## src/rtl/light_arbiter_if.sv

```systemverilog
// rtl/light_arbiter_if.sv - sensor inputs and light outputs of the intersection arbiter
//   sensor_light[7:0]     approach sensors (N=[6], E=[5], S=[4], W=[7])
//   general_sensors[31:0] user sensors, not used by the arbiter
//   outN/outS/outE/outW   3-bit light codes (Stop=000, Go=100)
//   grant[3:0]            one-hot Go holder {W,S,E,N}
interface light_arbiter_if;
    logic [7:0]  sensor_light;
    logic [31:0] general_sensors;
    logic [2:0]  outN;
    logic [2:0]  outS;
    logic [2:0]  outE;
    logic [2:0]  outW;
    logic [3:0]  grant;

    modport master (
        output sensor_light, general_sensors,
        input  outN, outS, outE, outW, grant
    );

    modport slave (
        input  sensor_light, general_sensors,
        output outN, outS, outE, outW, grant
    );
endinterface

```

## src/rtl/light_arbiter.sv

```systemverilog
// rtl/light_arbiter.sv - demand-driven round-robin four-way light controller
//   clk  rising-edge system clock
//   rst  asynchronous active-high reset
//   bus  light_arbiter_if.slave: sensors in, four light codes and one-hot grant out
module light_arbiter #(
    parameter int MIN_GREEN    = 8,
    parameter int MAX_GREEN    = 64,
    parameter int CLEAR_CYCLES = 4
) (
    input  logic             clk,
    input  logic             rst,
    light_arbiter_if.slave   bus
);
    typedef enum logic [1:0] {IDLE, GREEN, CLEAR} state_t;

    localparam logic [7:0] MIN_M1   = 8'(MIN_GREEN - 1);
    localparam logic [7:0] MAX_M1   = 8'(MAX_GREEN - 1);
    localparam logic [7:0] CLEAR_M1 = 8'(CLEAR_CYCLES - 1);
    localparam logic [2:0] GO       = 3'b100;

    state_t      state_q;
    logic [1:0]  last_q;    // direction index: 0=N 1=E 2=S 3=W (round-robin order)
    logic [7:0]  cnt_q;
    logic [3:0]  grant_q;
    logic [11:0] lights_q;  // {W,S,E,N} light codes, 3 bits each

    // Requests reordered so that index == round-robin position == grant bit.
    logic [3:0] req;
    assign req = {bus.sensor_light[7], bus.sensor_light[4],
                  bus.sensor_light[5], bus.sensor_light[6]};

    logic unused_inputs;
    assign unused_inputs = ^{bus.general_sensors, bus.sensor_light[3:0]};

    // Winner: nearest requester after last_q; last_q itself is the final candidate,
    // so it only wins again when nobody else is asking.
    logic       win_valid;
    logic [1:0] win_idx;
    logic [1:0] cand;
    always_comb begin
        win_valid = 1'b0;
        win_idx   = last_q;
        cand      = last_q;
        for (int k = 4; k >= 1; k--) begin
            cand = last_q + 2'(k);
            if (req[cand]) begin
                win_valid = 1'b1;
                win_idx   = cand;
            end
        end
    end

    // In GREEN, last_q is the current holder.
    logic own;
    logic other;
    logic green_exit;
    always_comb begin
        own        = req[last_q];
        other      = |(req & ~(4'b0001 << last_q));
        green_exit = (cnt_q >= MIN_M1) && other && (!own || (cnt_q >= MAX_M1));
    end

    function automatic logic [11:0] go_lights(input logic [1:0] idx);
        logic [11:0] l;
        l = '0;
        l[3*idx +: 3] = GO;
        return l;
    endfunction

    always_ff @(posedge clk or posedge rst) begin
        if (rst) begin
            state_q  <= IDLE;
            last_q   <= 2'd3;
            cnt_q    <= '0;
            grant_q  <= '0;
            lights_q <= '0;
        end else begin
            case (state_q)
                IDLE: begin
                    if (win_valid) begin
                        state_q  <= GREEN;
                        last_q   <= win_idx;
                        cnt_q    <= '0;
                        grant_q  <= 4'b0001 << win_idx;
                        lights_q <= go_lights(win_idx);
                    end
                end
                GREEN: begin
                    if (green_exit) begin
                        state_q  <= CLEAR;
                        cnt_q    <= '0;
                        grant_q  <= '0;
                        lights_q <= '0;
                    end else if (cnt_q != 8'hFF) begin
                        cnt_q <= cnt_q + 8'd1;
                    end
                end
                CLEAR: begin
                    if (cnt_q == CLEAR_M1) begin
                        cnt_q <= '0;
                        if (win_valid) begin
                            state_q  <= GREEN;
                            last_q   <= win_idx;
                            grant_q  <= 4'b0001 << win_idx;
                            lights_q <= go_lights(win_idx);
                        end else begin
                            state_q <= IDLE;
                        end
                    end else begin
                        cnt_q <= cnt_q + 8'd1;
                    end
                end
                default: begin
                    state_q  <= IDLE;
                    cnt_q    <= '0;
                    grant_q  <= '0;
                    lights_q <= '0;
                end
            endcase
        end
    end

    assign bus.grant = grant_q;
    assign bus.outN  = lights_q[2:0];
    assign bus.outE  = lights_q[5:3];
    assign bus.outS  = lights_q[8:6];
    assign bus.outW  = lights_q[11:9];
endmodule

```

## src/flat_wrapper.sv

```systemverilog
// flat-port wrapper written by rule: the top's interface ports become plain ports
module light_arbiter_flat 
#(
    parameter int MIN_GREEN    = 8,
    parameter int MAX_GREEN    = 64,
    parameter int CLEAR_CYCLES = 4
)
  (clk, rst, bus_sensor_light, bus_general_sensors, bus_outN, bus_outS, bus_outE, bus_outW, bus_grant);
  light_arbiter_if bus_i ();
  input  logic clk;
  input  logic rst;
  input wire logic [$bits(bus_i.sensor_light)-1:0] bus_sensor_light;
  input wire logic [$bits(bus_i.general_sensors)-1:0] bus_general_sensors;
  output wire logic [$bits(bus_i.outN)-1:0] bus_outN;
  output wire logic [$bits(bus_i.outS)-1:0] bus_outS;
  output wire logic [$bits(bus_i.outE)-1:0] bus_outE;
  output wire logic [$bits(bus_i.outW)-1:0] bus_outW;
  output wire logic [$bits(bus_i.grant)-1:0] bus_grant;
  assign bus_i.sensor_light = bus_sensor_light;
  assign bus_i.general_sensors = bus_general_sensors;
  assign bus_outN = bus_i.outN;
  assign bus_outS = bus_i.outS;
  assign bus_outE = bus_i.outE;
  assign bus_outW = bus_i.outW;
  assign bus_grant = bus_i.grant;
  light_arbiter #(.MIN_GREEN(MIN_GREEN), .MAX_GREEN(MAX_GREEN), .CLEAR_CYCLES(CLEAR_CYCLES)) u_core (.clk(clk), .rst(rst), .bus(bus_i));
endmodule
```

## config.mk

```make
export PLATFORM = sky130hd
export DESIGN_NAME = light_arbiter_flat
export DESIGN_NICKNAME = d
export VERILOG_FILES = /design/src/rtl/light_arbiter_if.sv /design/src/rtl/light_arbiter.sv /design/src/flat_wrapper.sv
export SDC_FILE = /design/constraint.sdc
export NUM_CORES = 1
export LEC_CHECK = 0
export CAP_MARGIN = 20
export CORE_UTILIZATION = 50
export DETAILED_ROUTE_END_ITERATION = 8
export DONT_BUFFER_PORTS = 1
export GPL_TIMING_DRIVEN = 0
export PLACE_DENSITY = 0.71
export SYNTH_ARGS = -nofsm -noshare
export SYNTH_HDL_FRONTEND = slang
export SYNTH_SLANG_ARGS = --single-unit
```

## constraint.sdc

```tcl
create_clock -name clk -period 5.5 [get_ports clk]
set_clock_uncertainty 0.2 [all_clocks]
set_input_delay 0.825 -clock clk [delete_from_list [all_inputs] [get_ports clk]]
set_output_delay 0.825 -clock clk [all_outputs]
set_load 0.02 [all_outputs]
```

==> impl_metrics.ini, run 1 <==
[global_route]
met1_usage_pct = 26.2
grt_pass1_vias = 935
top_usage_layer = met2
antenna_found_initial = 0
grt_use_met3_pct = 5.37
grt_max_degree = 17
grt_use_total_pct = 19.6
grtUsageMet2_pct = 31.9
grt_overflow = 0
grt_pass1_wl_um = 4130

[sta]
slew_viol_final = 0
rsz0062_at_grt = no
hold_viol = 0
hold_slack_ns = 0.286
tns_ns = 0
finalCritPeriodShare_pct = 53.4
slew_headroom_pct = 58.7
worstMarginPinSlew_ns = 0.619
setup_violations = 0
finalCriticalPeriod_ns = 2.94
max_freq_mhz = 340

[clock_network]
clk_latency_ns = 0.29
numCtsBuffers = 3
htree_num_levels = 1
cts_resized = 0
hold_buffers = 0
cts_buffer_depth = 2
tritoncts = done
cts.sinks = 16
cts_setup_buffers = 0
clockRootBuffer = clkbuf_4
path_clk_slew_ns = 0.09

[worst_setup_path]
slowest_stage = o41a_1
cpLargestDelayFamily = compound AO/OA/AOI/OAI gates
critical_path_class = register to register
slowest_delay_ns = 0.53
required_ns = 5.48
worstPathCellList = buf_4 -> inv_1 -> ha_1 -> and2b_2 -> a2111oi_4 -> nor2_2 -> o41a_1 -> and2_4 -> buf_6 -> a221o_1
cp_num_buf_inv = 3
path_max_fanout = 8
cp.arrival_ns = 2.92
worst_setup_path_start_kind = register
endpoint_kind = register

[route]
drt_iter0_markers = 10
wl_per_cell_um = 14.1
drc = 0
via_count = 1059
ant_nets = 0
routed_wl_um = 2590
dr.pass1.iters = 4
viasPerCell = 5.76

[placed_design]
port_buffers = 0
dp_hpwl_um = 2020
gp_congestion = 0.822

[synth]
ys_seq_area_share_pct = 29.8
synth_edf_count = 0
synth-seq-cells = 16
postSynthAreaPerCell_um2 = 9.47
ys.flop_type = dfrtp_1
yosysUniqueCellTypes = 43
yosys_warnings = 0
ys_async_sr_fraction_pct = 100
synth_cells = 143
netlist_area_um2 = 1350

[floorplan]
io_pins = 58
rows = 18
start_util_pct = 53.7
fp.dieW_um = 54.0
die_h_um = 54.0
dieArea_um2 = 2920
core_um2 = 2520

[final_layout]
drive_above_1_share_pct = 27.9
final_net_count = 206
area_growth_pct = 7.39
antenna_cells = 0

[power]
p_leak_nw = 0.703
irDropWorstVdd_v = 0.000289
power.density_nw_per_um2 = 456

[hold_path]
hp-class = primary input to async pin

[flow_run]
maxCapViolCount = 0

[run_status]
status = completed
## placed cells by master, fill, tap and decap left out, types with 3 or more instances in the layout
master,count
a21oi_1,6
a22o_2,5
and3_1,3
buf_4,13
clkbuf_4,3
conb_1,8
dfrtp_1,14
ha_1,9
inv_1,8
mux2_2,3
mux2i_1,3
nand2_1,10
nand3_1,5
nor2_1,8
nor2b_1,4
nor3_1,5
o21ai_0,10
## state kept, by name, indices dropped and copies added (netlist names)
signal,cells
u_core.bus.grant,2
u_core.last_q,2
u_core.cnt_q,8
u_core.lights_q,2
u_core.state_q,2
## stage by stage
stage	worst slack [ns]	std cells	area, µm²	total power, mW	utilization [%]
2_1_floorplan	2.72	150	1380	0.515	-
3_3_place_gp	2.58	180	1420	0.567	56.2
6_report	2.56	184	1450	0.664	57.6
4_1_cts	2.57	184	1450	0.667	57.6
5_1_grt	2.48	184	1450	0.722	57.6
3_5_place_dp	2.55	180	1420	0.587	56.2
## report_power, final
part           switching (mW)  total [mW]  internal [mW]
logic                   0.220       0.407          0.186
registers              0.0286       0.178          0.150
clock network          0.0384      0.0788         0.0403
## per-layer routing
metal  vias to the layer above  part of all wire, %
li1                        521                    -
met1                       509                   48
met2                        26                   48
met3                         3                  4.5
met4                         0                 0.31
met5                         -                    0
## area by class of cell
class / count / area [µm²]
Buffer: 15 / 120
Multi-Input combinational cell: 111 / 827
Tap cell: 30 / 37.5
Clock buffer: 4 / 36.3
Fill cell: 231 / 1070
Sequential cell: 16 / 403
Inverter: 8 / 30.0
## path summary, 6_finish.rpt
check / from / to / slack, ns / depth (start not counted)
worst max-delay path: u_core.last_q[0] / u_core.cnt_q[7] / 2.56 / 10
worst min-delay path: rst / u_core.cnt_q[4] / 0.29 / 1
worst max register to register: u_core.last_q[0] / u_core.cnt_q[7] / 2.56 / 10
worst min register to register: u_core.cnt_q[1] / u_core.cnt_q[1] / 0.33 / 1
max in group asynchronous: rst / u_core.cnt_q[5] / 4.41 / 1
min in group clk: u_core.cnt_q[1] / u_core.cnt_q[1] / 0.33 / 1
## worst reg2reg max path: stages, from the launching register on
cell and delay (ns):
dfstp_2 0.39, buf_4 0.17, inv_1 0.11, ha_1 0.16, and2b_2 0.23, a2111oi_4 0.35, nor2_2 0.07, o41a_1 0.53
and2_4 0.19, buf_6 0.12, a221o_1 0.29
## kinds of logic after synthesis
family	share of synthesized area (%)
compound gates	21.8
flops	29.8
simple gates	19.1
fa+ha+maj	8.32
xor+xnor	1.29
buf+inv	11.1
other cells	0.277
mux	8.32
## synth_stat cells (2+ instances only)
| cell | count | share of area (%) |
|---|---|---|
| dfrtp_1 | 14 | 26 |
| inv_1 | 8 | 2.2 |
| nor2b_1 | 4 | 1.8 |
| a22o_1 | 2 | 1.3 |
| o31ai_1 | 2 | 1.1 |
| buf_4 | 13 | 7.2 |
| a21oi_1 | 6 | 2.2 |
| and3_1 | 3 | 1.4 |
| mux2i_1 | 3 | 2.2 |
| xnor2_1 | 2 | 1.3 |
| nand2_1 | 10 | 2.8 |
| nand3_1 | 5 | 1.8 |
| dfstp_2 | 2 | 3.9 |
| buf_6 | 2 | 1.7 |
| nor2_1 | 8 | 2.2 |
| nor3_1 | 5 | 1.8 |
| o21ai_0 | 10 | 3.7 |
| and3_2 | 2 | 1.1 |
| ha_1 | 9 | 8.3 |
| a21bo_2 | 2 | 1.5 |
| a22o_2 | 5 | 3.7 |
| nand4_1 | 2 | 0.92 |
| nand2b_1 | 2 | 0.92 |
| mux2_2 | 3 | 2.5 |
(Power assumes the default switching activity.)
==> run 2, diff against run 1 <==
PLACE_DENSITY = 0.74   (was 0.71)
clock period = 2.5 ns   (was 5.5 ns; I/O delays follow)
==> run 2 against run 1 <==
Net effect:
- the flow now finishes with violations (negative setup slack)
- register-to-register slack got worse by 2.6 ns
- worst hold slack got worse by 0.059 ns
- power increased to 2.7 times the previous value
- count of clock-buffer cells in the layout unchanged
- first-iteration DRC count increased by 140%
- sequential power increased by 120%
- combinational power increased to 3.0 times the previous value
- wire length increased by 15%
- flip-flop and latch count unchanged
- non-clock buffer count increased by 14
- clock power increased by 120%
- highest routed layer unchanged
==> impl_metrics.ini, run 2 (same netlist as run 1, synthesis figures left out) <==
[clock_network]
clockRootBuffer = clkbuf_4
cts.sinks = 16
htree_num_levels = 1
tritoncts = done
path_clk_slew_ns = 0.10
numCtsBuffers = 3
cts_buffer_depth = 2
clk_latency_ns = 0.30

[sta]
hold_viol = 0
setup_violations = 3
tns_ns = -0.0871
finalCritPeriodShare_pct = 102
slew_headroom_pct = 58.9
post-route-worst-setup-slack_ns = -0.0423
finalCriticalPeriod_ns = 2.54
worstMarginPinSlew_ns = 0.616
rsz0062_at_grt = yes
slew_viol_final = 0
max_freq_mhz = 393

[flow_run]
maxCapViolCount = 0

[floorplan]
start_util_pct = 53.7
io_pins = 58
fp.dieW_um = 54.0
rows = 18
die_h_um = 54.0
core_um2 = 2520
dieArea_um2 = 2920

[global_route]
grt_use_total_pct = 20.7
grt_pass1_wl_um = 4400
grt_overflow = 0
top_usage_layer = met2
grt_max_degree = 17
grt_pass1_vias = 943
met1_usage_pct = 28.1
grtUsageMet2_pct = 33.7
antenna_found_initial = 0
grt_use_met3_pct = 5.37

[worst_setup_path]
endpoint_kind = register
reg2reg_setup_slack_ns = -0.04
slowest_delay_ns = 0.56
cp.arrival_ns = 2.54
critical_path_class = register to register
slowest_stage = dfstp_2
worst_setup_path_start_kind = register
path_max_fanout = 4
r2r_end = u_core.cnt_q[4]
required_ns = 2.50
worstPathCellList = buf_8 -> mux4_2 -> o211a_4 -> o31ai_4 -> a21boi_2 -> buf_4 -> a21bo_2 -> a22o_2
cpLargestDelayFamily = compound AO/OA/AOI/OAI gates
reg2reg_depth = 8
reg2reg_from = u_core.last_q[0]
cp_num_buf_inv = 2

[final_layout]
top_register = u_core.cnt_q
finalInstanceArea_um2 = 1640
mostFrequentLayoutCells = buf_4 (25), dfrtp_1 (14), nand2_1 (10)
fin_util_pct = 65.1
drive_above_1_share_pct = 41.1
area_growth_pct = 21.3
mostFrequentLayoutCell = buf_4
antenna_cells = 0
final_net_count = 220
fillers = 201
largest_reg_flops = 8

[placed_design]
dp_hpwl_um = 1950
preCtsSetupSlack_ns = -0.312
place_area_um2 = 1440
port_buffers = 0
gp_congestion = 0.872

[power]
power.density_nw_per_um2 = 1080
p_clk_share_pct = 9.9
irDropWorstVdd_v = 0.000681
intPower_mw = 1.03
power.net_switching_mw = 0.744
p_seq_share_pct = 21.9
total_power_mw = 1.78
power_frac_comb_pct = 68.2
p_leak_nw = 0.784
switching_share_pct = 41.8

[hold_path]
hp-class = primary input to register
holdPathStages = 3
hold_end = u_core.state_q[0]
hold_path.startpoint = bus_sensor_light[7]

[route]
routed_wl_um = 2980
wl_per_cell_um = 15.0
ant_nets = 0
viasPerCell = 5.60
drc = 0
via_count = 1109
drt_iter0_markers = 24
dr.pass1.iters = 4

[run_status]
violations = negative setup slack
status = complete, but fails checks
run 2: cell types whose count changed in the layout (fill, tap and decap cells not counted), moves of 2 or more:
cell / before / now
o21ai_1: 0 / 4
a21oi_1: 6 / 3
o21ai_0: 10 / 5
a21oi_2: 0 / 3
inv_1: 8 / 6
ha_1: 9 / 7
buf_4: 13 / 25
run 2: power groups by stage:
stage / registers, mW / clock network [mW] / logic (mW)
final: 0.389 / 0.176 / 1.21
after global routing: 0.396 / 0.191 / 1.32
after CTS: 0.395 / 0.180 / 1.02
after detailed placement: 0.403 / 0 / 0.900
after global placement: 0.398 / 0 / 0.882
after floorplan: 0.391 / 0 / 0.771
run 2: tightest hold or removal path, cell delays in order:
cell     delay, ns
nor3_1        0.05
nand2_1       0.14
o21ai_0       0.11
run 2: how the worst max path moves through the flow:
| stage | start | to | slack (ns) | cells after the start |
|---|---|---|---|---|
| floorplan | u_core.last_q[0] | u_core.cnt_q[7] | -0.13 | 10 |
| global route | u_core.last_q[0] | u_core.cnt_q[4] | -0.11 | 11 |
| global placement | u_core.last_q[0] | u_core.cnt_q[7] | -0.30 | 10 |
| finish | u_core.last_q[0] | u_core.cnt_q[4] | -0.04 | 8 |
| CTS | u_core.last_q[0] | u_core.cnt_q[4] | -0.06 | 8 |
| detailed placement | u_core.last_q[0] | u_core.cnt_q[7] | -0.31 | 10 |
run 2: stage by stage:
step	std cells	hold WS (ns)
after floorplan	150	0.0873
final	198	0.227
after CTS	193	0.202
after global placement	180	0.154
after global routing	198	0.238
after detailed placement	180	0.165
run 2: layout make-up:
| class | count | area (µm²) | share of cell area [%] |
|---|---|---|---|
| tap | 30 | 37.5 | 2.29 |
| sequential | 16 | 403 | 24.5 |
| multi-input combinational | 111 | 895 | 54.5 |
| timing repair buffer | 15 | 119 | 7.24 |
| buffer | 14 | 116 | 7.09 |
| inverter | 8 | 35.0 | 2.13 |
| clock buffer | 4 | 36.3 | 2.21 |
run 2: layer usage:
layer / part of all wire [%] / vias up
met4: 0.64 / 0
met2: 51 / 15
li1: - / 548
met5: 0 / -
met3: 2.3 / 3
met1: 46 / 543
run 2: repair_timing:
action	4_1_cts	5_1_grt
setup endpoints to repair	8	13
setup buffers	9	5
pin swaps	10	8
hold buffers	1	0
gates resized for setup	6	15
endpoints found under the hold margin	14	0
